`src/rtl/brush_pkg.sv`:
```
// rtl/brush_pkg.sv - shared state encoding and screen limits for the brush path
//
// Purpose: types and constants shared by the camera centroid stage, the
//          brush tracker and the drawing frame buffer.
// Contents:
//   SCREEN_W / SCREEN_H  visible drawing area in pixels
//   tracker_state_t      tracker state encoding (also shown on debug LEDs)
//   out_mode_t           what the output stage does on the cycle after a frame
//   abs_diff10           unsigned |a - b| on 10-bit coordinates
package brush_pkg;

  localparam logic [9:0] SCREEN_W = 10'd640;
  localparam logic [8:0] SCREEN_H = 9'd360;

  typedef enum logic [1:0] {
    LOST    = 2'd0,
    ACQUIRE = 2'd1,
    TRACK   = 2'd2,
    COAST   = 2'd3
  } tracker_state_t;

  typedef enum logic [1:0] {
    OUT_HOLD     = 2'd0,
    OUT_LOAD     = 2'd1,
    OUT_DEADBAND = 2'd2
  } out_mode_t;

  function automatic logic [9:0] abs_diff10(input logic [9:0] a, input logic [9:0] b);
    return (a > b) ? (a - b) : (b - a);
  endfunction

endpackage

```
`src/rtl/brush_tracker_sample_history.sv`:
```
// rtl/brush_tracker_sample_history.sv - per-axis ring buffer with running sum
//
// Purpose: keeps the last 2^DEPTH_LOG2 samples of one coordinate axis and
//          their sum, so the average is a plain shift of the sum.
// Ports:
//   clk   in   clock
//   rst   in   asynchronous active-high reset (pointer and sum clear)
//   push  in   replace the oldest entry with din
//   fill  in   overwrite every entry with din (takes priority over push)
//   din   in   WIDTH-bit sample
//   sum   out  (WIDTH+DEPTH_LOG2)-bit sum of all entries
module sample_history #(
  parameter int WIDTH      = 10,
  parameter int DEPTH_LOG2 = 2
) (
  input  logic                        clk,
  input  logic                        rst,
  input  logic                        push,
  input  logic                        fill,
  input  logic [WIDTH-1:0]            din,
  output logic [WIDTH+DEPTH_LOG2-1:0] sum
);

  localparam int DEPTH = 1 << DEPTH_LOG2;
  localparam int SW    = WIDTH + DEPTH_LOG2;
  localparam int PW    = (DEPTH_LOG2 > 0) ? DEPTH_LOG2 : 1;

  logic [WIDTH-1:0] r_mem [DEPTH];
  logic [PW-1:0]    r_wptr;
  logic [SW-1:0]    r_sum;
  logic [WIDTH-1:0] w_oldest;

  // The write pointer always addresses the oldest entry, which is the one
  // leaving the window on the next push.
  assign w_oldest = r_mem[r_wptr];

  always_ff @(posedge clk or posedge rst) begin
    if (rst) begin
      r_wptr <= '0;
      r_sum  <= '0;
    end else if (fill) begin
      r_wptr <= '0;
      r_sum  <= SW'(din) << DEPTH_LOG2;
    end else if (push) begin
      r_wptr <= r_wptr + PW'(1);
      // Modular arithmetic: the true sum never goes negative, so the
      // intermediate wrap cancels out.
      r_sum  <= r_sum + SW'(din) - SW'(w_oldest);
    end
  end

  // Entry contents need no reset: every path into use starts with a fill.
  always_ff @(posedge clk) begin
    if (fill) begin
      for (int i = 0; i < DEPTH; i++) begin
        r_mem[i] <= din;
      end
    end else if (push) begin
      r_mem[r_wptr] <= din;
    end
  end

  assign sum = r_sum;

endmodule

```
`src/rtl/brush_tracker.sv`:
```
// rtl/brush_tracker.sv - per-frame brush cursor conditioner
//
// Purpose: latches the last in-range centroid of each video frame, classifies
//          the frame as hit/miss at the new-frame pulse, averages recent hits
//          and drives deadbanded coordinates that only move at frame edges.
// Ports:
//   pixel_clk_in       in   sole clock
//   rst_in             in   asynchronous active-high reset
//   centroid_valid_in  in   one-cycle strobe, x_in/y_in hold a centroid
//   x_in / y_in        in   raw centroid (10 / 9 bits)
//   nf_in              in   one-cycle new-frame pulse
//   x_out / y_out      out  conditioned coordinates, held across a frame
//   active_out         out  pen down (TRACK or COAST)
//   update_out         out  one-cycle strobe when x_out/y_out change
//   state_out          out  current tracker_state_t encoding
module brush_tracker
  import brush_pkg::*;
#(
  parameter int WINDOW_LOG2    = 2,
  parameter int ACQUIRE_FRAMES = 3,
  parameter int LOST_FRAMES    = 8,
  parameter int DEADBAND       = 2
) (
  input  logic       pixel_clk_in,
  input  logic       rst_in,
  input  logic       centroid_valid_in,
  input  logic [9:0] x_in,
  input  logic [8:0] y_in,
  input  logic       nf_in,
  output logic [9:0] x_out,
  output logic [8:0] y_out,
  output logic       active_out,
  output logic       update_out,
  output logic [1:0] state_out
);

  localparam int HW = $clog2(ACQUIRE_FRAMES + 1);
  localparam int MW = $clog2(LOST_FRAMES + 1);
  localparam logic [HW-1:0] ACQ_N  = HW'(ACQUIRE_FRAMES);
  localparam logic [MW-1:0] LOST_N = MW'(LOST_FRAMES);
  localparam logic [9:0]    DB     = 10'(DEADBAND);

  // Sample latch
  logic       w_strobe_ok;
  logic       r_have_sample;
  logic [9:0] r_sx;
  logic [8:0] r_sy;

  // Frame state machine
  tracker_state_t r_state, w_state_nx;
  logic [HW-1:0]  r_hit_cnt, w_hit_nx, w_hit_inc;
  logic [MW-1:0]  r_miss_cnt, w_miss_nx, w_miss_inc;
  logic           w_push, w_fill;
  out_mode_t      r_mode, w_mode_nx;

  // Averaging and output stage
  logic [9+WINDOW_LOG2:0] w_sum_x;
  logic [8+WINDOW_LOG2:0] w_sum_y;
  logic [9:0]             w_avg_x;
  logic [8:0]             w_avg_y;
  logic [9:0]             w_dx, w_dy;
  logic                   w_mv_x, w_mv_y;
  logic                   w_unused_sum_lsbs;
  logic [9:0]             r_x;
  logic [8:0]             r_y;
  logic                   r_active;
  logic                   r_update;

  assign w_strobe_ok = centroid_valid_in && (x_in < SCREEN_W) && (y_in < SCREEN_H);

  // A strobe coincident with nf_in is kept for the frame that is starting,
  // while the frame that is ending is judged on the old have_sample/r_sx/r_sy.
  always_ff @(posedge pixel_clk_in or posedge rst_in) begin
    if (rst_in) begin
      r_have_sample <= 1'b0;
      r_sx          <= '0;
      r_sy          <= '0;
    end else begin
      if (nf_in) begin
        r_have_sample <= w_strobe_ok;
      end else if (w_strobe_ok) begin
        r_have_sample <= 1'b1;
      end
      if (w_strobe_ok) begin
        r_sx <= x_in;
        r_sy <= y_in;
      end
    end
  end

  assign w_hit_inc  = r_hit_cnt + HW'(1);
  assign w_miss_inc = r_miss_cnt + MW'(1);

  always_comb begin
    w_state_nx = r_state;
    w_hit_nx   = r_hit_cnt;
    w_miss_nx  = r_miss_cnt;
    w_push     = 1'b0;
    w_fill     = 1'b0;
    w_mode_nx  = OUT_HOLD;
    if (nf_in) begin
      case (r_state)
        LOST: begin
          if (r_have_sample) begin
            w_fill   = 1'b1;
            w_hit_nx = HW'(1);
            if (ACQUIRE_FRAMES <= 1) begin
              w_state_nx = TRACK;
              w_mode_nx  = OUT_LOAD;
            end else begin
              w_state_nx = ACQUIRE;
            end
          end
        end
        ACQUIRE: begin
          if (r_have_sample) begin
            w_push = 1'b1;
            if (w_hit_inc >= ACQ_N) begin
              w_state_nx = TRACK;
              w_hit_nx   = '0;
              w_mode_nx  = OUT_LOAD;
            end else begin
              w_hit_nx = w_hit_inc;
            end
          end else begin
            w_state_nx = LOST;
            w_hit_nx   = '0;
          end
        end
        TRACK: begin
          if (r_have_sample) begin
            w_push    = 1'b1;
            w_mode_nx = OUT_DEADBAND;
          end else if (LOST_FRAMES <= 1) begin
            w_state_nx = LOST;
          end else begin
            w_state_nx = COAST;
            w_miss_nx  = MW'(1);
          end
        end
        COAST: begin
          if (r_have_sample) begin
            w_state_nx = TRACK;
            w_push     = 1'b1;
            w_miss_nx  = '0;
            w_mode_nx  = OUT_DEADBAND;
          end else if (w_miss_inc >= LOST_N) begin
            w_state_nx = LOST;
            w_miss_nx  = '0;
          end else begin
            w_miss_nx = w_miss_inc;
          end
        end
        default: w_state_nx = LOST;
      endcase
    end
  end

  always_ff @(posedge pixel_clk_in or posedge rst_in) begin
    if (rst_in) begin
      r_state    <= LOST;
      r_hit_cnt  <= '0;
      r_miss_cnt <= '0;
      r_mode     <= OUT_HOLD;
    end else begin
      r_state    <= w_state_nx;
      r_hit_cnt  <= w_hit_nx;
      r_miss_cnt <= w_miss_nx;
      r_mode     <= w_mode_nx;
    end
  end

  sample_history #(.WIDTH(10), .DEPTH_LOG2(WINDOW_LOG2)) u_hist_x (
    .clk  (pixel_clk_in),
    .rst  (rst_in),
    .push (w_push),
    .fill (w_fill),
    .din  (r_sx),
    .sum  (w_sum_x)
  );

  sample_history #(.WIDTH(9), .DEPTH_LOG2(WINDOW_LOG2)) u_hist_y (
    .clk  (pixel_clk_in),
    .rst  (rst_in),
    .push (w_push),
    .fill (w_fill),
    .din  (r_sy),
    .sum  (w_sum_y)
  );

  // Truncating average: drop the low WINDOW_LOG2 bits of the sum.
  assign w_avg_x           = w_sum_x[WINDOW_LOG2 +: 10];
  assign w_avg_y           = w_sum_y[WINDOW_LOG2 +: 9];
  assign w_unused_sum_lsbs = ^{w_sum_x[WINDOW_LOG2-1:0], w_sum_y[WINDOW_LOG2-1:0]};

  assign w_dx   = abs_diff10(w_avg_x, r_x);
  assign w_dy   = abs_diff10({1'b0, w_avg_y}, {1'b0, r_y});
  assign w_mv_x = (w_dx > DB);
  assign w_mv_y = (w_dy > DB);

  // r_mode is a one-cycle tag set by the frame evaluation, so the output
  // registers act exactly two cycles after nf_in and hold otherwise.
  always_ff @(posedge pixel_clk_in or posedge rst_in) begin
    if (rst_in) begin
      r_x      <= '0;
      r_y      <= '0;
      r_active <= 1'b0;
      r_update <= 1'b0;
    end else begin
      r_active <= (r_state == TRACK) || (r_state == COAST);
      r_update <= 1'b0;
      case (r_mode)
        OUT_LOAD: begin
          r_x      <= w_avg_x;
          r_y      <= w_avg_y;
          r_update <= (w_avg_x != r_x) || (w_avg_y != r_y);
        end
        OUT_DEADBAND: begin
          if (w_mv_x) r_x <= w_avg_x;
          if (w_mv_y) r_y <= w_avg_y;
          r_update <= w_mv_x || w_mv_y;
        end
        default: ;
      endcase
    end
  end

  assign x_out      = r_x;
  assign y_out      = r_y;
  assign active_out = r_active;
  assign update_out = r_update;
  assign state_out  = r_state;

endmodule

```
`config.mk`:
```
export PLATFORM = sky130hd
export DESIGN_NAME = brush_tracker
export DESIGN_NICKNAME = d
export VERILOG_FILES = /design/src/rtl/brush_pkg.sv /design/src/rtl/brush_tracker_sample_history.sv /design/src/rtl/brush_tracker.sv
export SDC_FILE = /design/constraint.sdc
export NUM_CORES = 1
export LEC_CHECK = 0
export BUFFER_PORTS_ARGS = -buffer_cell sky130_fd_sc_hd__buf_2
export CAP_MARGIN = 20
export CORE_UTILIZATION = 55
export CTS_CLUSTER_SIZE = 25
export DETAILED_ROUTE_END_ITERATION = 10
export PLACE_DENSITY = 0.78
export SYNTH_ARGS = -nofsm -noshare
export SYNTH_HDL_FRONTEND = slang
export SYNTH_HIERARCHICAL = 1
export SYNTH_SLANG_ARGS = --single-unit
```
`constraint.sdc`:
```
create_clock -name pixel_clk_in -period 4 [get_ports pixel_clk_in]
set_input_delay 0.2 -clock pixel_clk_in [delete_from_list [all_inputs] [get_ports pixel_clk_in]]
set_output_delay 0.2 -clock pixel_clk_in [all_outputs]
set_load 0.005 [all_outputs]
```
* Word-level counts from Yosys, hierarchy flattened
Memory sizes are Yosys's and may differ from the RTL's.
Cells that the tools add are included.
** Word-level totals
- Register bits :: 78
- Bits in latches :: 0
- Bits in writable memories :: 76
- ROM bits :: 0
- Bits of input ports :: 23
- Output and inout port bits :: 23
- Word-level logic and storage cells :: 122
- Memories kept :: 2
** Operators by class
- Add/subtract/negate cells :: 12
- Multiply operators :: 0
- Div/mod/pow operators :: 0
- Magnitude comparators :: 8
- Equal/unequal tests :: 13
- Shift operators :: 0
- Muxes and demuxes :: 52
- Bitwise gates (word level) :: 0
- Reductions and logical operators :: 20
** Memories
- u_hist_x.r_mem :: words 4, width 10, read ports 1, clocked after Yosys merged registers in 0, wr ports 4, line brush_tracker_sample_history.sv:28 : logic [WIDTH-1:0] r_mem [DEPTH];
- u_hist_y.r_mem :: words 4, width 9, read ports 1, clocked after Yosys merged registers in 0, wr ports 4, line brush_tracker_sample_history.sv:28
** Operators by type and width (number)
- 2-to-1 mux 10 bit :: 4
- 2-to-1 mux 2 bit :: 16
- 2-to-1 mux 12 bit :: 2
- 2-to-1 mux 11 bit :: 2
- > comparator 10 x 2 -> 1 bit (second input constant) :: 2
- case mux 10 bit (2 select lines) :: 1
- subtractor 10 bit :: 2
- subtractor 9 x 9 -> 10 bit :: 2
- 2-to-1 mux 9 bit :: 2
- case mux 9 bit (2 select lines) :: 1
- 2-to-1 mux 1 bit :: 16
- adder 12 x 10 -> 12 bit :: 1
- 2-to-1 mux 4 bit :: 3
- subtractor 12 x 10 -> 12 bit :: 1
- adder 11 x 9 -> 11 bit :: 1
- subtractor 11 x 9 -> 11 bit :: 1
- > comparator 10 bit :: 1
- less-than comparator 10 bit (second input constant) :: 1
- inequality test 10 bit :: 1
- nonzero test 2 bit :: 5
- OR reduction 10 bit :: 1
- > comparator 9 bit :: 1
- less-than comparator 9 bit (second input constant) :: 1
- inequality test 9 bit :: 1
- 21 further kinds :: 36

* Longest topological paths before layout
Gate-level depths: netlist of the first run.
- Depth after elaboration :: 9
- Mapped depth :: 13
- Mapped depth without buffers :: 12

* Cells and area by module
Netlist of the first run, hierarchy kept.
** By module, submodules not included
- brush_tracker :: times used 1, cells each 444, area an instance 4063.9 sq um, seq. area each 1276.2 sq um
- sample_history at u_hist_x :: times used 1, cells each 232, area an instance 2907.8 sq um, seq. area each 1551.5 sq um
- sample_history at u_hist_y :: times used 1, cells each 215, area an instance 2703.8 sq um, seq. area each 1406.3 sq um

* Least setup slack after synthesis of the first run
OpenSTA, ideal clock, no wires.
- Path kind :: register -> register
- Start point :: register u_hist_x.r_wptr[0]
- End point :: register u_hist_x.r_sum[9] (netlist: u_hist_x/sum[9])
- Library setup time :: 0.119 ns
- Arrival :: 3.098 ns
- Data required time :: 3.881 ns
- Path slack :: 0.783 ns
- Stages on the path, launching flop included :: 12
- Path buffers :: 1
- Clock period less this slack :: 3.217 ns
- Cells stage by stage :: dfrtp_1 buf_2 mux4_2 fa_1 inv_1 ha_1 a21oi_2 nor2b_1 a311o_1 a211oi_2 xnor2_1 o21a_1
** Between the ends
- Longest elaborated chain between the ends :: 4
** Ends and longest elaborated chain
- start, declared :: line brush_tracker_sample_history.sv:29 : logic [PW-1:0] r_wptr;
- start signal, assigned :: line brush_tracker_sample_history.sv:45 : r_wptr <= r_wptr + PW'(1);
- memory read (4 x 10 bit)
- subtractor 12 x 10 -> 12 bit :: line brush_tracker_sample_history.sv:48 : r_sum <= r_sum + SW'(din) - SW'(w_oldest);
- 2-to-1 mux 12 bit :: line brush_tracker_sample_history.sv:44 : end else if (push) begin
- 2-to-1 mux 12 bit :: line brush_tracker_sample_history.sv:41 : end else if (fill) begin
- end signal, assigned :: line brush_tracker_sample_history.sv:43 : r_sum <= SW'(din) << DEPTH_LOG2;
- end signal, assigned :: line brush_tracker_sample_history.sv:48
- end, declared :: line brush_tracker_sample_history.sv:30 : logic [SW-1:0] r_sum;
No other way between the ends. The select of a mux whose other input is x is not followed.
A chain may end at the register's enable or synchronous reset.

* Final worst setup path of the first run
- Start point :: register u_hist_x.r_wptr[0]
- End point :: register u_hist_x.r_sum[6] (netlist: u_hist_x/sum[6])
The elaborated chain is that of the path after synthesis.

==> out/summary.json, run 1 <==
{
  "ys.flop_type": {"value": "sky130_fd_sc_hd__dfrtp_1"},
  "antennaDiodeCount": {"value": 0},
  "minimum_clock_period": {"value": 3.60, "unit": "ns"},
  "grt_use_total": {"value": 23.2, "unit": "%"},
  "critical_path_peak_fanout": {"value": 13},
  "ys_seq_elements": {"value": 154},
  "drt-vias-per-instance": {"value": 5.76},
  "placement_rows": {"value": 48},
  "cts.path.max_buffers": {"value": 2},
  "timing.final.crit_share": {"value": 90.1, "unit": "%"},
  "count_of_endpoints_failing_hold_in_the_final_timing_report": {"value": 0},
  "htreeDepth": {"value": 4},
  "critical_path_required": {"value": 4.31, "unit": "ns"},
  "grt_first_pass_wirelength": {"value": 32600, "unit": "um"},
  "power_density": {"value": 899, "unit": "mW/mm^2"},
  "ioPinCount": {"value": 46},
  "pre_cts_slack": {"value": 0.394, "unit": "ns"},
  "globalRoute.totalOverflow": {"value": 0},
  "final-max-slew-violation-count": {"value": 0},
  "synth_edf_count": {"value": 76},
  "totalNegativeSetupSlack": {"value": 0, "unit": "ns"},
  "timing.slew.headroom": {"value": 29.9, "unit": "%"},
  "clock-sinks": {"value": 154},
  "p_leak": {"value": 0.00468, "unit": "uW"},
  "detailedRoute.firstIterationViolations": {"value": 399},
  "place_inst": {"value": 1135},
  "wl_per_cell": {"value": 16.6, "unit": "um"},
  "die_width": {"value": 135, "unit": "um"},
  "synth_fp_nets": {"value": 1000},
  "synthesis.instances": {"value": 891},
  "post_synth_top_area_share": {"value": 23.6, "unit": "%"},
  "max-vdd-ir-drop": {"value": 0.380, "unit": "mV"},
  "yosysWarnings": {"value": 6},
  "wl": {"value": 19600, "unit": "um"},
  "io_buffers": {"value": 45},
  "fin_worst_skew": {"value": 0.0139, "unit": "ns"},
  "cts.root.buffer_cell": {"value": "sky130_fd_sc_hd__clkbuf_16"},
  "cts_setup_buffers": {"value": 0},
  "worstMarginPinSlew": {"value": 1.05, "unit": "ns"},
  "area_growth": {"value": 12.0, "unit": "%"},
  "clk_pin_slew_worst_paths": {"value": 0.07, "unit": "ns"},
  "critPathLaunchType": {"value": "flip-flop"},
  "vias": {"value": 6797},
  "post-route-util": {"value": 62.9, "unit": "%"},
  "layout.nets": {"value": 1051},
  "worstPathArrival": {"value": 3.92, "unit": "ns"},
  "ys_seq_area_share": {"value": 43.8, "unit": "%"},
  "die-area": {"value": 0.0181, "unit": "sq mm"},
  "synth.cell_area": {"value": 0.00968, "unit": "sq mm"},
  "final-setup-viol-count": {"value": 0},
  "initial_core_util": {"value": 56.1, "unit": "%"},
  "routabilityCongestion": {"value": 0.891},
  "critPathCaptureType": {"value": "flip-flop"},
  "layoutNonFillerInstCount": {"value": 1180},
  "grt_antenna_before_repair": {"value": 0},
  "asyncSetResetFlopFracSynth": {"value": 50.6, "unit": "%"},
  "cts_resized": {"value": 0},
  "cell_types_occupying_the_most_area_after_synthesis": {"value": "sky130_fd_sc_hd__edfxtp_1, sky130_fd_sc_hd__dfrtp_1, sky130_fd_sc_hd__ha_1, sky130_fd_sc_hd__inv_1, sky130_fd_sc_hd__fa_1"},
  "hold_path.class": {"value": "in2reg"},
  "fp.dieH": {"value": 135, "unit": "um"},
  "max_freq": {"value": 278, "unit": "MHz"},
  "dpl.hpwl": {"value": 13800, "unit": "um"},
  "core_region_area": {"value": 0.0172, "unit": "sq mm"},
  "clock_tree_from_tritoncts": {"value": "done"},
  "cts_buffers": {"value": 17},
  "grt_max_degree": {"value": 63},
  "route.detailed.drc": {"value": 0},
  "outcome": {"value": "complete, no violations"},
  "postSynthAreaPerCell": {"value": 10.9, "unit": "sq um"},
  "post_route_hold_slack": {"value": 0.0134, "unit": "ns"},
  "detailedRoute.firstPassIterationCount": {"value": 5},
  "detail-route-antenna-nets": {"value": 0},
  "share_of_post_route_cells_with_drive_strength_above_1": {"value": 15.6, "unit": "%"},
  "count_of_cell_types_in_the_netlist": {"value": 74},
  "synth.largest_area_cell": {"value": "sky130_fd_sc_hd__edfxtp_1"},
  "grt_pass1_vias": {"value": 6568},
  "crit_type": {"value": "reg2reg"},
  "final.setup.worst_slack": {"value": 0.397, "unit": "ns"},
  "insertion_delay": {"value": 0.43, "unit": "ns"},
  "grt_setup_unrepaired": {"value": "false"},
  "cap_violations": {"value": 0}
}
-- metrics by stage --
stage,power (uW),area [sq um]
after CTS,9740,10800
after detailed placement,7970,10100
after global routing,10600,10800
final,9750,10800
after floorplan,6930,9680
after global placement,7810,10100
-- critical path: stages (launching register included) --
cell                        delay, ns
sky130_fd_sc_hd__dfrtp_1         0.78
sky130_fd_sc_hd__mux4_2          0.60
sky130_fd_sc_hd__fa_1            0.50
sky130_fd_sc_hd__fa_1            0.45
sky130_fd_sc_hd__nor2b_1         0.22
sky130_fd_sc_hd__o31a_1          0.20
sky130_fd_sc_hd__o21ai_0         0.11
sky130_fd_sc_hd__a2111oi_0       0.46
sky130_fd_sc_hd__a31oi_1         0.07
sky130_fd_sc_hd__o311ai_0        0.11
-- cells in the final DEF, fill, tap and decap left out, types with 13 or more instances in the layout --
master                      instances
sky130_fd_sc_hd__mux2_2            19
sky130_fd_sc_hd__a21oi_1           43
sky130_fd_sc_hd__a21o_1            15
sky130_fd_sc_hd__nor2_1            35
sky130_fd_sc_hd__ha_1              63
sky130_fd_sc_hd__mux4_2            19
sky130_fd_sc_hd__fa_1              23
sky130_fd_sc_hd__buf_4             13
sky130_fd_sc_hd__nand3_1           17
sky130_fd_sc_hd__inv_1            146
sky130_fd_sc_hd__xnor2_1           22
sky130_fd_sc_hd__o21ai_0           36
sky130_fd_sc_hd__clkbuf_16         18
sky130_fd_sc_hd__nor2b_1           16
sky130_fd_sc_hd__dfrtp_1           78
sky130_fd_sc_hd__nand2_1           32
sky130_fd_sc_hd__mux2i_1           25
sky130_fd_sc_hd__edfxtp_1          76
sky130_fd_sc_hd__buf_2             45
sky130_fd_sc_hd__nor3_1            20
-- Yosys cell counts, types with 17 or more instances --
library cell	n
sky130_fd_sc_hd__nand2_1	32
sky130_fd_sc_hd__clkbuf_1	19
sky130_fd_sc_hd__mux2_2	19
sky130_fd_sc_hd__mux4_2	19
sky130_fd_sc_hd__nor2_1	36
sky130_fd_sc_hd__edfxtp_1	76
sky130_fd_sc_hd__dfrtp_1	78
sky130_fd_sc_hd__inv_1	147
sky130_fd_sc_hd__fa_1	23
sky130_fd_sc_hd__nor3_1	21
sky130_fd_sc_hd__ha_1	63
sky130_fd_sc_hd__xnor2_1	22
sky130_fd_sc_hd__o21ai_0	36
sky130_fd_sc_hd__nand3_1	17
sky130_fd_sc_hd__mux2i_1	25
sky130_fd_sc_hd__a21oi_1	43
-- layer usage --
metal  global-route usage, %  vias to the layer above  share of wire [%]
li1                        -                     3242                  -
met4                    7.24                        0                1.2
met2                    36.9                      183                 47
met5                       0                        -                  0
met3                    3.72                       25                4.5
met1                    32.6                     3347                 47
-- power breakdown --
part	total, uW	switching (uW)	internal (uW)
clock network	1690	694	1000
registers	2420	388	2030
logic	5630	3130	2510
total	9750	4210	5540
-- path summary, 6_finish.rpt --
path,from,to,slack (ns),cells after the start
max in group asynchronous,rst_in,x_out[8],2.89,4
min in group asynchronous,rst_in,r_sx[5],0.27,3
setup reg to reg,u_hist_x/r_wptr[0],u_hist_x/sum[6],0.40,9
setup / recovery,u_hist_x/r_wptr[0],u_hist_x/sum[6],0.40,9
hold reg to reg,r_miss_cnt[2],r_miss_cnt[2],0.51,2
hold / removal,y_in[8],r_sy[8],0.01,2
-- state kept, by name (all words and copies together) (netlist names), named ones only --
name	count
u_hist_y/r_mem	36
x_out	10
active_out	1
r_sx	10
r_have_sample	1
r_mode	2
u_hist_x/r_mem	40
r_sy	9
update_out	1
u_hist_x/r_wptr	2
r_miss_cnt	4
u_hist_y/r_wptr	2
u_hist_y/sum	11
y_out	9
r_hit_cnt	2
state_out	1
u_hist_x/sum	12
-- cells by family after synthesis --
group	Yosys count	synth area share, %
compound gates	202	14.5
xor+xnor	32	2.90
fa+ha+maj	86	12.9
buf+inv	185	7.67
flops	154	43.8
mux	64	9.34
simple gates	168	8.97
-- cell type report --
| cell class | instances | area (sq um) |
|---|---|---|
| multi-input combinational | 552 | 4710 |
| clock buffer | 19 | 464 |
| tap | 225 | 282 |
| clock inverter | 13 | 163 |
| inverter | 148 | 556 |
| sequential | 154 | 4230 |
| fill | 1299 | 6400 |
| timing repair buffer | 69 | 433 |
-- what timing repair did --
action                                  in CTS  in global routing
hold buffers                                11                  0
endpoints found under the setup margin       0                  0
endpoints found under the hold margin       47                  0
Note: power is estimated with default switching activity, not from simulation.
==> inputs of run 2 (changes only) <==
- SYNTH_HIERARCHICAL: 1 -> unset
==> run 2 against run 1 <==
Net effect:
- critical path depth rose by 4
- routed wire length fell by 3.7%
- area after synthesis fell by 2.7%
- critical path type unchanged
- critical endpoint is now u_hist_x.sum[11]
==> out/summary.json, run 2 <==
{
  "yosysWarnings": {"value": 0, "change": "-6"},
  "final-setup-viol-count": {"value": 0, "change": "unchanged"},
  "cell_types_occupying_the_most_area_after_synthesis": {"value": "sky130_fd_sc_hd__edfxtp_1, sky130_fd_sc_hd__dfrtp_1, sky130_fd_sc_hd__ha_1, sky130_fd_sc_hd__inv_1, sky130_fd_sc_hd__fa_1"},
  "drt-vias-per-instance": {"value": 5.73, "change": "-0.59%"},
  "final-seq-area": {"value": 0.00424, "unit": "sq mm", "change": "about the same"},
  "synth_edf_count": {"value": 76, "change": "unchanged"},
  "die_width": {"value": 133, "unit": "um", "change": "-1.3%"},
  "minimum_clock_period": {"value": 3.75, "unit": "ns", "change": "+0.147 ns"},
  "cts_buffers": {"value": 17, "change": "unchanged"},
  "grt_setup_unrepaired": {"value": "false"},
  "timing.critical_path.from": {"value": "u_hist_x.r_wptr[0]"},
  "worstMarginPinSlew": {"value": 1.07, "unit": "ns", "change": "+0.0178 ns"},
  "asyncSetResetFlopFracSynth": {"value": 50.6, "unit": "%", "change": "unchanged"},
  "ioPinCount": {"value": 46, "change": "unchanged"},
  "largest_register_ff_count": {"value": 40, "change": "unchanged"},
  "clock_tree_from_tritoncts": {"value": "done"},
  "critPathLaunchType": {"value": "flip-flop"},
  "timing.final.crit_share": {"value": 93.7, "unit": "%", "change": "+3.7 points"},
  "crit_type": {"value": "reg2reg"},
  "placement_rows": {"value": 47, "change": "-2.1%"},
  "cts.root.buffer_cell": {"value": "sky130_fd_sc_hd__clkbuf_16"},
  "wl_per_cell": {"value": 16.3, "unit": "um", "change": "-1.5%"},
  "count_of_endpoints_failing_hold_in_the_final_timing_report": {"value": 0, "change": "unchanged"},
  "multiInputGateArea": {"value": 0.00453, "unit": "sq mm", "change": "-3.8%"},
  "worst-path-stages": {"value": 13, "change": "+4"},
  "critical_path.most_common_cell": {"value": "sky130_fd_sc_hd__or3_1"},
  "grt_antenna_before_repair": {"value": 0, "change": "unchanged"},
  "vias": {"value": 6608, "change": "-2.8%"},
  "synthesis.instances": {"value": 869, "change": "-2.5%"},
  "grt_first_pass_wirelength": {"value": 31400, "unit": "um", "change": "-3.7%"},
  "critPathBufInv": {"value": 2, "change": "+2"},
  "cp_capture_point": {"value": "u_hist_x.sum[11]"},
  "post-route-util": {"value": 63.5, "unit": "%", "change": "+0.58 points"},
  "reg2reg_slack": {"value": 0.25, "unit": "ns", "change": "-0.15 ns"},
  "die-area": {"value": 0.0177, "unit": "sq mm", "change": "-2.6%"},
  "r2r_end": {"value": "u_hist_x.sum[11]"},
  "globalRoute.totalOverflow": {"value": 0, "change": "unchanged"},
  "ys.flop_type": {"value": "sky130_fd_sc_hd__dfrtp_1"},
  "critical_path.max_stage_delay": {"value": 0.51, "unit": "ns", "change": "-0.27 ns"},
  "cts.path.max_buffers": {"value": 2, "change": "unchanged"},
  "layout_commonest_cell": {"value": "sky130_fd_sc_hd__inv_1"},
  "route.detailed.drc": {"value": 0, "change": "unchanged"},
  "hold_path.class": {"value": "in2reg"},
  "critPathCaptureType": {"value": "flip-flop"},
  "routabilityCongestion": {"value": 0.904, "change": "+1.4%"},
  "yosys.cell_count.top_type": {"value": "sky130_fd_sc_hd__inv_1"},
  "final.fill_count": {"value": 1282, "change": "-1.3%"},
  "outcome": {"value": "complete, no violations"},
  "initial_core_util": {"value": 56.6, "unit": "%", "change": "+0.46 points"},
  "r2r_cells": {"value": 13, "change": "+4"},
  "clock-sinks": {"value": 154, "change": "unchanged"},
  "critical_path_required": {"value": 4.36, "unit": "ns", "change": "+0.05 ns"},
  "dpl.hpwl": {"value": 13800, "unit": "um", "change": "about the same"},
  "synth.largest_area_cell": {"value": "sky130_fd_sc_hd__edfxtp_1"},
  "worstPathCellList": {"value": "buf_12 -> mux4_2 -> fa_1 -> inv_1 -> ha_1 -> or3_1 -> a311oi_1 -> o311ai_0 -> a21o_1 -> a21oi_1 -> xnor2_1 -> or3_1 -> nand3_1"},
  "synth_fp_nets": {"value": 978, "change": "-2.2%"},
  "area_growth": {"value": 12.1, "unit": "%"},
  "timing.slew.headroom": {"value": 28.9, "unit": "%", "change": "-0.99 points"},
  "postSynthAreaPerCell": {"value": 10.8, "unit": "sq um", "change": "-0.20%"},
  "detail-route-antenna-nets": {"value": 0, "change": "unchanged"},
  "critical_path_peak_fanout": {"value": 7, "change": "-6"},
  "share_of_post_route_cells_with_drive_strength_above_1": {"value": 15.2, "unit": "%", "change": "-0.40 points"},
  "detailedRoute.firstIterationViolations": {"value": 430, "change": "+7.8%"},
  "worstPathArrival": {"value": 4.11, "unit": "ns", "change": "+0.19 ns"},
  "grt_pass1_vias": {"value": 6449, "change": "-1.8%"},
  "insertion_delay": {"value": 0.43, "unit": "ns", "change": "about the same"},
  "grt_use_total": {"value": 22.9, "unit": "%", "change": "-0.29 points"},
  "layout_common_cells": {"value": "sky130_fd_sc_hd__inv_1, sky130_fd_sc_hd__dfrtp_1, sky130_fd_sc_hd__edfxtp_1"},
  "cap_violations": {"value": 0, "change": "unchanged"},
  "core_region_area": {"value": 0.0166, "unit": "sq mm", "change": "-3.4%"},
  "post_synth_top_area_share": {"value": 24.2, "unit": "%", "change": "+0.65 points"},
  "antennaDiodeCount": {"value": 0, "change": "unchanged"},
  "ys_seq_area_share": {"value": 45.0, "unit": "%", "change": "+1.2 points"},
  "grt_max_degree": {"value": 54, "change": "-14%"},
  "fin_worst_skew": {"value": 0.00765, "unit": "ns", "change": "-0.00623 ns"},
  "layout.nets": {"value": 1030, "change": "-2.0%"},
  "htreeDepth": {"value": 4, "change": "unchanged"},
  "totalNegativeSetupSlack": {"value": 0, "unit": "ns", "change": "unchanged"},
  "final-max-slew-violation-count": {"value": 0, "change": "unchanged"},
  "clk_pin_slew_worst_paths": {"value": 0.06, "unit": "ns", "change": "about the same"},
  "fp.dieH": {"value": 133, "unit": "um", "change": "-1.3%"},
  "wl": {"value": 18800, "unit": "um", "change": "-3.7%"},
  "synth.cell_area": {"value": 0.00942, "unit": "sq mm", "change": "-2.7%"},
  "io_buffers": {"value": 45, "change": "unchanged"},
  "max_freq": {"value": 267, "unit": "MHz", "change": "-3.9%"},
  "detailedRoute.firstPassIterationCount": {"value": 5, "change": "unchanged"},
  "crit_path_top_delay_cell": {"value": "sky130_fd_sc_hd__mux4_2"},
  "regToRegStartpoint": {"value": "u_hist_x.r_wptr[0]"},
  "registers.top_by_ff_count": {"value": "u_hist_x.r_mem"},
  "synth.top_cells.by_count": {"value": "sky130_fd_sc_hd__inv_1, sky130_fd_sc_hd__dfrtp_1, sky130_fd_sc_hd__edfxtp_1, sky130_fd_sc_hd__ha_1, sky130_fd_sc_hd__a21oi_1"},
  "cpLargestDelayFamily": {"value": "compound AO/OA/AOI/OAI gates"},
  "count_of_cell_types_in_the_netlist": {"value": 69, "change": "-6.8%"},
  "ys_seq_elements": {"value": 154, "change": "unchanged"}
}
[run 2: cell types whose count changed in the layout (fill, tap and decap cells not counted), sizes merged, moves of 6 or more]
cell	change
o21a	-10
nand2	+14
nor2b	-11
nand3	+7
nor3	-10
a21o	-10
a21oi	+12
inv	-24
clkinv	+7
o211ai	-6
nor2	+10
[run 2: area by class of cell]
type,count,share of cell area (%)
Inverter,131,4.67
Clock buffer,19,4.10
Multi-Input combinational cell,547,42.9
Tap cell,220,2.61
Sequential cell,154,40.1
Clock inverter,13,1.34
Timing Repair Buffer,70,4.29
[run 2: worst register-to-register path: cells and delay by family, from the launching register on]
family	cells	cell delay [ns]
flip-flops	1	0.40
adder cells (fa/ha/maj)	2	0.71
buffers and inverters	2	0.18
XOR/XNOR	1	0.10
AND/OR/NAND/NOR	3	0.76
AO/OA/AOI/OAI	4	1.04
multiplexers	1	0.51
[run 2: worst min path at each step]
stage / startpoint / endpoint / slack (ns) / depth (start not counted)
global route: y_in[8] / r_sy[8] / 0.02 / 2
global placement: rst_in / x_out[7] / 0.43 / 2
detailed placement: rst_in / x_out[7] / 0.43 / 2
finish: y_in[8] / r_sy[8] / 0.02 / 2
CTS: y_in[8] / r_sy[8] / 0.003 / 2
floorplan: x_in[9] / r_sx[9] / 0.35 / 1
[run 2: metal layers]
| layer | share of wire [%] | GRT usage [%] |
|---|---|---|
| met2 | 48 | 37.3 |
| met1 | 46 | 31.2 |
| met4 | 1.6 | 8.43 |
| met3 | 4.2 | 3.37 |
| met5 | 0 | 0 |
[run 2: repair_timing]
action | in CTS | in global routing
gates resized for setup | 0 | 4
endpoints found under the setup margin | 0 | 5
hold buffers | 11 | 0
hold endpoints to repair | 62 | 0
setup buffers | 0 | 1
[run 2: through the flow]
step,setup slack [ns],hold slack (ns),cell area (sq um),cells
2_1_floorplan,0.174,0.348,9420,869
3_3_place_gp,0.198,0.431,9850,1110
3_5_place_dp,0.0944,0.425,9850,1110
4_1_cts,0.0365,0.00328,10500,1153
5_1_grt,0.0217,0.0228,10600,1154
6_report,0.250,0.0165,10600,1154
[run 2: logic make-up (layout without fill, tap and decap cells)]
kind of cell               Yosys count  in the layout  synth area share (%)
AOI/OAI and AO/OA                  182            182                  12.3
muxes                               70             70                  10.3
DFF                                154            154                  45.0
and+or+nand+nor                    177            177                  9.23
buffers and inverters              168            233                  7.00
xor gates and xnor gates            32             32                  2.98
adders and majority gates           86             86                  13.3
Power of run 2 is not shown: default switching activity piles up to over one toggle a cycle in this logic, so the estimate is an artifact.
==> inputs of run 3 (changes only) <==
- SETUP_SLACK_MARGIN: unset -> 0.4
==> run 3 against run 2 <==
Net effect:
- worst setup slack improved by 0.22 ns
- clock skew about the same
- critical path depth unchanged
- maximum frequency increased by 6.2%
- hold slack got worse by 0.0087 ns
- non-clock buffer count decreased by 2
- die area unchanged
- routed wire length increased by 2.5%
- sequential share of layout area decreased by 0.17 points
- critical path type unchanged
- highest routed layer unchanged
==> out/summary.json, run 3 (synthesized netlist as in run 2, its figures left out) <==
{
  "cts.root.buffer_cell": {"value": "sky130_fd_sc_hd__clkbuf_16"},
  "layout.nets": {"value": 1028, "change": "-0.19%"},
  "layout_common_cells": {"value": "sky130_fd_sc_hd__inv_1, sky130_fd_sc_hd__dfrtp_1, sky130_fd_sc_hd__edfxtp_1"},
  "detailedRoute.firstIterationViolations": {"value": 451, "change": "+4.9%"},
  "drt-vias-per-instance": {"value": 5.73, "change": "about the same"},
  "critPathCaptureType": {"value": "flip-flop"},
  "clock_tree_from_tritoncts": {"value": "done"},
  "insertion_delay": {"value": 0.42, "unit": "ns", "change": "about the same"},
  "antennaDiodeCount": {"value": 0, "change": "unchanged"},
  "totalNegativeSetupSlack": {"value": 0, "unit": "ns", "change": "unchanged"},
  "crit_path_top_delay_cell": {"value": "sky130_fd_sc_hd__mux4_2"},
  "critPathLaunchType": {"value": "flip-flop"},
  "wl_per_cell": {"value": 16.8, "unit": "um", "change": "+2.7%"},
  "critical_path_required": {"value": 4.36, "unit": "ns", "change": "about the same"},
  "final-setup-viol-count": {"value": 0, "change": "unchanged"},
  "cts.path.max_buffers": {"value": 2, "change": "unchanged"},
  "max_freq": {"value": 283, "unit": "MHz", "change": "+6.2%"},
  "clock-sinks": {"value": 154, "change": "unchanged"},
  "die-area": {"value": 0.0177, "unit": "sq mm", "change": "unchanged"},
  "count_of_endpoints_failing_hold_in_the_final_timing_report": {"value": 0, "change": "unchanged"},
  "timing.final.crit_share": {"value": 88.3, "unit": "%", "change": "-5.5 points"},
  "placement_rows": {"value": 47, "change": "unchanged"},
  "placedInstanceArea": {"value": 0.00985, "unit": "sq mm", "change": "about the same"},
  "share_of_post_route_cells_with_drive_strength_above_1": {"value": 17.8, "unit": "%", "change": "+2.6 points"},
  "critical_path.max_stage_delay": {"value": 0.50, "unit": "ns", "change": "about the same"},
  "timing.slew.headroom": {"value": 32.4, "unit": "%", "change": "+3.5 points"},
  "largest_register_ff_count": {"value": 40, "change": "unchanged"},
  "registers.top_by_ff_count": {"value": "u_hist_x.r_mem"},
  "routabilityCongestion": {"value": 0.888, "change": "-1.8%"},
  "initial_core_util": {"value": 56.6, "unit": "%", "change": "unchanged"},
  "layoutNonFillerInstCount": {"value": 1152, "change": "-0.17%"},
  "post-route-util": {"value": 63.7, "unit": "%", "change": "+0.26 points"},
  "area_growth": {"value": 12.6, "unit": "%"},
  "fin_worst_skew": {"value": 0.00780, "unit": "ns", "change": "+0.000153 ns"},
  "minimum_clock_period": {"value": 3.53, "unit": "ns", "change": "-0.220 ns"},
  "route.detailed.drc": {"value": 0, "change": "unchanged"},
  "io_buffers": {"value": 45, "change": "unchanged"},
  "hold_path.class": {"value": "in2reg"},
  "final.fill_count": {"value": 1255, "change": "-2.1%"},
  "worstPathArrival": {"value": 3.89, "unit": "ns", "change": "-0.22 ns"},
  "postLayoutCellArea": {"value": 0.0106, "unit": "sq mm", "change": "+0.40%"},
  "grt_use_total": {"value": 22.7, "unit": "%", "change": "-0.16 points"},
  "cts_buffers": {"value": 17, "change": "unchanged"},
  "grt_antenna_before_repair": {"value": 0, "change": "unchanged"},
  "die_width": {"value": 133, "unit": "um", "change": "unchanged"},
  "place_inst": {"value": 1110, "change": "unchanged"},
  "worstMarginPinSlew": {"value": 1.01, "unit": "ns", "change": "-0.0519 ns"},
  "layout_commonest_cell": {"value": "sky130_fd_sc_hd__inv_1"},
  "outcome": {"value": "complete, no violations"},
  "wl": {"value": 19300, "unit": "um", "change": "+2.5%"},
  "grt_max_degree": {"value": 56, "change": "+3.7%"},
  "core_region_area": {"value": 0.0166, "unit": "sq mm", "change": "unchanged"},
  "globalRoute.totalOverflow": {"value": 0, "change": "unchanged"},
  "clk_pin_slew_worst_paths": {"value": 0.06, "unit": "ns", "change": "about the same"},
  "vias": {"value": 6597, "change": "-0.17%"},
  "cap_violations": {"value": 0, "change": "unchanged"},
  "detail-route-antenna-nets": {"value": 0, "change": "unchanged"},
  "ioPinCount": {"value": 46, "change": "unchanged"},
  "cpLargestDelayFamily": {"value": "compound AO/OA/AOI/OAI gates"},
  "worstPathCellList": {"value": "buf_6 -> mux4_2 -> fa_1 -> inv_1 -> ha_1 -> or3_4 -> a311oi_2 -> o311ai_2 -> a21o_1 -> a21oi_2 -> xnor2_1 -> or3_1 -> nand3_1"},
  "grt_setup_unrepaired": {"value": "true"},
  "critical_path_peak_fanout": {"value": 5, "change": "-2"},
  "crit_type": {"value": "reg2reg"},
  "grt_first_pass_wirelength": {"value": 31600, "unit": "um", "change": "+0.70%"},
  "final-max-slew-violation-count": {"value": 0, "change": "unchanged"},
  "fp.dieH": {"value": 133, "unit": "um", "change": "unchanged"},
  "htreeDepth": {"value": 4, "change": "unchanged"},
  "detailedRoute.firstPassIterationCount": {"value": 5, "change": "unchanged"},
  "grt_pass1_vias": {"value": 6489, "change": "+0.62%"},
  "critPathBufInv": {"value": 2, "change": "unchanged"},
  "dpl.hpwl": {"value": 14000, "unit": "um", "change": "+1.5%"}
}
run 3: cell types whose count changed in the layout (fill, tap and decap cells not counted), moves of 3 or more:
cell / change
sky130_fd_sc_hd__buf_4: +4
sky130_fd_sc_hd__a21oi_1: -4
sky130_fd_sc_hd__buf_6: +3
sky130_fd_sc_hd__dlygate4sd3_1: -9
sky130_fd_sc_hd__a21oi_2: +4
sky130_fd_sc_hd__ha_1: -3
run 3: worst reg2reg max path: stages (launching register included):
cell,delay (ns)
sky130_fd_sc_hd__dfrtp_1,0.38
sky130_fd_sc_hd__buf_6,0.15
sky130_fd_sc_hd__mux4_2,0.50
sky130_fd_sc_hd__fa_1,0.49
sky130_fd_sc_hd__inv_1,0.04
sky130_fd_sc_hd__ha_1,0.22
sky130_fd_sc_hd__or3_4,0.39
sky130_fd_sc_hd__a311oi_2,0.31
sky130_fd_sc_hd__o311ai_2,0.16
sky130_fd_sc_hd__a21o_1,0.22
sky130_fd_sc_hd__a21oi_2,0.14
sky130_fd_sc_hd__xnor2_1,0.08
sky130_fd_sc_hd__or3_1,0.31
sky130_fd_sc_hd__nand3_1,0.08
run 3: worst paths after layout:
path / from / end / slack [ns] / depth (start not counted)
max: u_hist_x.r_wptr[0] / u_hist_x.sum[11] / 0.47 / 13
min: x_in[6] / r_sx[6] / 0.008 / 2
max reg2reg: u_hist_x.r_wptr[0] / u_hist_x.sum[11] / 0.47 / 13
min reg2reg: r_hit_cnt[1] / r_hit_cnt[1] / 0.49 / 1
max in group asynchronous: rst_in / r_sx[7] / 2.85 / 5
min in group asynchronous: rst_in / x_out[6] / 0.24 / 3
run 3: final cells by class:
class	count	area [sq um]	area share, %
Sequential cell	154	4240	39.9
Clock buffer	20	447	4.21
Timing Repair Buffer	68	427	4.02
Multi-Input combinational cell	547	4610	43.5
Clock inverter	12	116	1.10
Tap cell	220	275	2.60
Inverter	131	493	4.65
run 3: metal layers:
metal / vias to the layer above / part of all wire [%] / track usage (%) / wire, um
met5: - / 0 / 0 / 0
met4: 0 / 1.4 / 7.79 / 278
met3: 22 / 4.9 / 3.64 / 942
met2: 210 / 48 / 36.9 / 9240
met1: 3201 / 46 / 31.2 / 8860
li1: 3164 / - / - / -
run 3: per-stage QoR:
step	setup slack, ns	hold WS [ns]
2_1_floorplan	0.418	0.348
3_5_place_dp	0.217	0.436
6_report	0.470	0.00783
3_3_place_gp	0.276	0.432
4_1_cts	0.391	0.000220
5_1_grt	0.307	0.00951
run 3: repair_timing:
item / CTS / global route
resized for setup: 7 / 18
hold buffers: 1 / 1
pin swaps: 3 / 10
hold endpoints to repair: 1 / 11
setup buffers: 2 / 5
gates cloned: 0 / 0
setup endpoints to repair: 5 / 13
Power of run 3 is left out for the same reason.
